File: config.mk
export PLATFORM = sky130hd
export DESIGN_NAME = rep3_serial_tx
export DESIGN_NICKNAME = d
export VERILOG_FILES = /design/src/rtl/rep_code_pkg.sv /design/src/rtl/rep3_serial_tx_counter.sv /design/src/rtl/rep3_serial_tx.sv
export SDC_FILE = /design/constraint.sdc
export NUM_CORES = 1
export LEC_CHECK = 0
export CAP_MARGIN = 20
export CORE_MARGIN = 4
export CORE_UTILIZATION = 50
export DETAILED_ROUTE_END_ITERATION = 6
export GPL_TIMING_DRIVEN = 1
export PLACE_DENSITY = 0.73
export SYNTH_ARGS = -nofsm -noshare
export SYNTH_HDL_FRONTEND = slang
export SYNTH_SLANG_ARGS = --single-unit
export TNS_END_PERCENT = 20
File: constraint.sdc
create_clock -name clk -period 1.8 [get_ports clk]
set_input_delay 0.54 -clock clk [delete_from_list [all_inputs] [get_ports clk]]
set_output_delay 0.54 -clock clk [all_outputs]
set_load 0.05 [all_outputs]
File: src/rtl/rep_code_pkg.sv
// Shared definitions for the repetition-coded bit link: FSM states, start bit
// value and frame sizing used by both transmitter and receiver.
package rep_code_pkg;

  typedef enum logic {
    IDLE = 1'b0,
    SEND = 1'b1
  } state_e;

  localparam logic START_BIT      = 1'b1;
  localparam int   DEFAULT_REPEAT = 3;

  // Chips on the wire for one frame: start bit plus data, each repeated.
  function automatic int chips_per_frame(input int data_w, input int rep);
    return rep * (data_w + 1);
  endfunction

endpackage

File: src/rtl/rep3_serial_tx_counter.sv
// Modulo-N counter with synchronous clear and enable; wrap flags the enabled
// cycle in which the count returns from N-1 to 0.
module mod_n_counter #(
  parameter  int N = 3,
  localparam int W = (N > 1) ? $clog2(N) : 1
) (
  input  logic         clk,
  input  logic         rst_n,
  input  logic         clr,
  input  logic         en,
  output logic [W-1:0] count,
  output logic         wrap
);

  localparam logic [W-1:0] LAST = W'(N - 1);

  logic [W-1:0] count_q, count_d;

  assign wrap  = en && (count_q == LAST);
  assign count = count_q;

  always_comb begin
    count_d = count_q;
    if (clr)     count_d = '0;
    else if (en) count_d = wrap ? '0 : count_q + 1'b1;
  end

  // NOTE: state registers use non-blocking assignments so every flop samples
  // pre-edge values regardless of the order the simulator runs the blocks.
  always_ff @(posedge clk or negedge rst_n) begin
    if (!rst_n) count_q <= '0;
    else        count_q <= count_d;
  end

endmodule

File: src/rtl/rep3_serial_tx.sv
// Triple-repetition serial transmitter: takes a word, sends a start bit then
// the data MSB-first, each bit as REPEAT identical chips on a valid/ready link.
module rep3_serial_tx
  import rep_code_pkg::*;
#(
  parameter int DATA_W = 8,
  parameter int REPEAT = DEFAULT_REPEAT
) (
  input  logic              clk,
  input  logic              rst_n,
  input  logic              in_valid,
  input  logic [DATA_W-1:0] in_data,
  output logic              in_ready,
  output logic              tx_valid,
  output logic              tx_bit,
  input  logic              tx_ready,
  output logic              busy,
  output logic              done
);

  localparam int REP_W = (REPEAT > 1) ? $clog2(REPEAT) : 1;
  localparam int BIT_W = $clog2(DATA_W + 1);
  localparam logic [REP_W-1:0] REP_LAST = REP_W'(REPEAT - 1);
  localparam logic [BIT_W-1:0] BIT_LAST = BIT_W'(DATA_W);

  if (REPEAT < 1 || (REPEAT % 2) == 0) begin : g_bad_repeat
    $error("rep3_serial_tx: REPEAT must be odd and >= 1");
  end
  if (DATA_W < 1) begin : g_bad_width
    $error("rep3_serial_tx: DATA_W must be >= 1");
  end

  state_e            state_q, state_d;
  logic [DATA_W-1:0] shreg_q, shreg_d;
  logic              in_ready_q, in_ready_d;
  logic              tx_valid_q, tx_valid_d;
  logic              tx_bit_q, tx_bit_d;
  logic              busy_q, busy_d;
  logic              done_q, done_d;

  logic [REP_W-1:0] rep_cnt;
  logic [BIT_W-1:0] bit_cnt;
  logic             rep_wrap;
  logic             bit_wrap_unused;
  logic             accept, fire, last_chip;

  assign accept    = (state_q == IDLE) && in_valid && in_ready_q;
  assign fire      = tx_valid_q && tx_ready;
  assign last_chip = (bit_cnt == BIT_LAST) && (rep_cnt == REP_LAST);

  mod_n_counter #(.N(REPEAT)) u_rep_cnt (
    .clk   (clk),
    .rst_n (rst_n),
    .clr   (accept),
    .en    (fire),
    .count (rep_cnt),
    .wrap  (rep_wrap)
  );

  // Frame end is decoded from both counts; the bit counter's own wrap would
  // duplicate that decode.
  mod_n_counter #(.N(DATA_W + 1)) u_bit_cnt (
    .clk   (clk),
    .rst_n (rst_n),
    .clr   (accept),
    .en    (rep_wrap),
    .count (bit_cnt),
    .wrap  (bit_wrap_unused)
  );

  // NOTE: every variable gets a default before the case so no path leaves it
  // unassigned, which would otherwise infer a latch.
  always_comb begin
    state_d    = state_q;
    shreg_d    = shreg_q;
    in_ready_d = in_ready_q;
    tx_valid_d = tx_valid_q;
    tx_bit_d   = tx_bit_q;
    busy_d     = busy_q;
    done_d     = 1'b0;
    case (state_q)
      IDLE: begin
        in_ready_d = 1'b1;
        tx_valid_d = 1'b0;
        tx_bit_d   = 1'b0;
        busy_d     = 1'b0;
        if (accept) begin
          state_d    = SEND;
          shreg_d    = in_data;
          in_ready_d = 1'b0;
          tx_valid_d = 1'b1;
          tx_bit_d   = START_BIT;
          busy_d     = 1'b1;
        end
      end
      SEND: begin
        if (fire) begin
          if (last_chip) begin
            state_d    = IDLE;
            in_ready_d = 1'b1;
            tx_valid_d = 1'b0;
            tx_bit_d   = 1'b0;
            busy_d     = 1'b0;
            done_d     = 1'b1;
          end else if (rep_wrap) begin
            // The start bit has no shift-register slot, so the word's MSB is
            // always the next bit to go out when a bit's repeats finish.
            tx_bit_d = shreg_q[DATA_W-1];
            shreg_d  = shreg_q << 1;
          end
        end
      end
      default: state_d = IDLE;
    endcase
  end

  always_ff @(posedge clk or negedge rst_n) begin
    if (!rst_n) begin
      state_q    <= IDLE;
      shreg_q    <= '0;
      in_ready_q <= 1'b0;
      tx_valid_q <= 1'b0;
      tx_bit_q   <= 1'b0;
      busy_q     <= 1'b0;
      done_q     <= 1'b0;
    end else begin
      state_q    <= state_d;
      shreg_q    <= shreg_d;
      in_ready_q <= in_ready_d;
      tx_valid_q <= tx_valid_d;
      tx_bit_q   <= tx_bit_d;
      busy_q     <= busy_d;
      done_q     <= done_d;
    end
  end

  assign in_ready = in_ready_q;
  assign tx_valid = tx_valid_q;
  assign tx_bit   = tx_bit_q;
  assign busy     = busy_q;
  assign done     = done_q;

endmodule

==> reports/metrics.cfg <==
[synth]
synth_cells = 82
syn-num-nets = 96
synth_enable_flop_cells = 0
number_of_flip_flops_and_latches_in_the_synthesized_netlist = 19
yosys.cell_count.top_type = dfrtp_1
leading_post_synthesis_cells_by_cell_area = dfrtp_1, mux2_2, and3b_1
synth.cell_area_sq_um = 965
yosys_warnings = 0
yosys_most_used_dff = dfrtp_1
synthDominantAreaCellType = dfrtp_1
synth-seq-area-share = 0.493
synth_cell_types = 28
synthesis.area_per_instance_sq_um = 11.8
synth-async-reset-ratio = 1.00
top_cell_types_by_occurrence_after_synthesis = dfrtp_1, mux2_2, nand2_1
synth.top_cell.area_share = 0.493

[grt]
use_met1 = 0.230
antenna_found_initial = 0
groute.usage.overall = 0.184
grt_pass1_wl_mm = 3.59
vias_in_the_first_global_route = 740
busiest_layer = met2
globalRoute.totalOverflow = 0
grt_max_degree = 20
use_met2 = 0.303
grt_util_met3 = 0.0287

[cts]
clock_tree.buffer_depth = 2
numCtsBuffers = 3
cts_max_level = 1
clock_tree.root_cell = clkbuf_4
cts.reportedPaths.clkPinSlew_ns = 0.10
clock_sinks = 19
clock_latency_ns = 0.30
tritoncts = yes

[timing]
final_max_slew_viols = 0
timing.final.ws_setup_ns = 0.0686
layout_worst_path_cycle_share = 0.962
worst_clock_skew_ns = 0.00295
max_freq_mhz = 578
totalNegativeSetupSlack_ns = 0
final_period_minus_worst_setup_slack_ns = 1.73
timing.final.hold_violations = 0
setup-violations-final = 0
max_slew.worst_pin.slew_ns = 0.378
slew_headroom = 0.747
grt_setup_unrepaired = true

[critical_path]
worst_r2r_path_depth = 5
crit_path_cell_trace = clkdlybuf4s50_1, and3_1, a31oi_4, mux2_2
cp_max_stage_cell = clkdlybuf4s50_1
end_kind = flip-flop
cp_data_required_time_ns = 2.00
path_max_fanout = 7
crit_path_start_kind = input port
crit_path_max_incr_delay_ns = 0.46
path_class = input port to flip-flop
worstPathArrival_ns = 1.93

[route]
ant_nets = 0
wl_mm = 2.07
dr.first_iter.drc_count = 5
dr.pass1.iters = 4
detailroute.via_count = 756
wire_per_inst_um = 15.3
detail_route.drc_violations = 0
routed_via_density = 5.60

[power]
powerDensity_mw_per_mm2 = 1430
leakagePower_uw = 0.000588
post-layout-total-power_uw = 1830
ir_drop_uv = 990

[finish]
multi_input_combinational_cell_area_sq_um = 450
fillers = 136
final_nets = 125
area.growth.synth_to_final_pct = 32.6
design_area_sq_mm = 0.00128
area_used_by_sequential_logic_in_the_layout_sq_um = 475
antenna-diode-count = 0
layout-drive-gt1-share = 0.318
finalNonFillerCells = 135

[worst_hold_path]
worst_hold_path_class = flip-flop to flip-flop
holdPathStages = 1

[floorplanning]
rows = 15
floorplan.die.width_um = 51.9
dieArea_sq_mm = 0.00270
dieHeight_um = 51.9
design.portCount = 17
coreArea_sq_mm = 0.00178
effective_utilization_at_floorplan = 0.541

[place]
postPlaceCellArea_sq_mm = 0.00124
dp.cells = 129
hpwl_mm = 1.52
place_congestion = 0.778
pre_cts_slack_ns = -0.253
port_buffers = 16

[run_status]
outcome = finished, final reports clean

[run]
timing.max_cap.violations = 0

==> power breakdown <==
part / internal, uW / leakage, uW / total (uW) / switching, uW
Clock: 86.5 / 0.0000150 / 217 / 131
Combinational: 491 / 0.000333 / 903 / 412
Sequential: 583 / 0.000240 / 713 / 130
==> cell families after synthesis <==
group,Yosys count,share of synthesized area
AO/OA/AOI/OAI,13,0.106
adder cells (fa/ha/maj),2,0.0259
buffers and inverters,7,0.0402
flip-flops,19,0.493
multiplexers,16,0.184
AND/OR/NAND/NOR,25,0.150
==> worst max-delay path: cells and delay by family <==
family	cells	cell delay [ns]
buffers and inverters	1	0.46
multiplexers	1	0.37
AO/OA/AOI/OAI	1	0.32
AND/OR/NAND/NOR	1	0.23
==> layout by cell type (no fill, tap or decap), drive strengths merged, types with 2 or more instances in the layout <==
cell           count
dfrtp             19
buf               16
mux2              14
clkdlybuf4s50     11
nand2              6
inv                4
clkbuf             4
or3                3
and3b              3
nand3              3
a21oi              3
nand3b             2
and3               2
o21ai              2
o31ai              2
mux2i              2
nor2               2
ha                 2
a31oi              2
==> state kept, by name, summed over array words and instances (netlist names) <==
signal           cells
shreg_q              8
u_bit_cnt.count      4
u_rep_cnt.count      2
busy                 1
done                 1
in_ready             1
state_q              1
tx_bit               1
==> per-layer routing <==
metal	vias to the layer above	routed length, um
met5	-	0
met4	0	48
met3	5	74
met2	19	1030
met1	375	908
li1	357	-
==> metrics by stage <==
step	hold slack, ns	util
after floorplan	0.244	-
after global placement	0.483	0.694
after detailed placement	0.496	0.694
after CTS	0.519	0.709
after global routing	0.538	0.717
final	0.512	0.717
==> timing repair <==
action | in CTS | in global routing
resized for setup | 0 | 0
setup buffers | 0 | 2
hold buffers | 0 | 0
setup endpoints to repair | 0 | 7
==> worst paths after layout <==
| kind | startpoint | slack, ns | end |
|---|---|---|---|
| setup reg to reg | u_bit_cnt.count[1] | 0.09 | shreg_q[4] |
| setup / recovery | tx_ready | 0.07 | shreg_q[4] |
| min in group asynchronous | rst_n | 0.56 | state_q |
| hold / removal | u_bit_cnt.count[0] | 0.51 | u_bit_cnt.count[0] |
| hold reg to reg | u_bit_cnt.count[0] | 0.51 | u_bit_cnt.count[0] |
| max in group asynchronous | rst_n | 1.04 | tx_bit |
==> area by class of cell <==
| class | count | area share |
|---|---|---|
| Sequential cell | 19 | 0.372 |
| Multi-Input combinational cell | 56 | 0.352 |
| Timing Repair Buffer | 27 | 0.219 |
| Tap cell | 25 | 0.0245 |
| Clock buffer | 4 | 0.0205 |
| Inverter | 4 | 0.0117 |
Note: power is estimated with default switching activity, not from simulation.
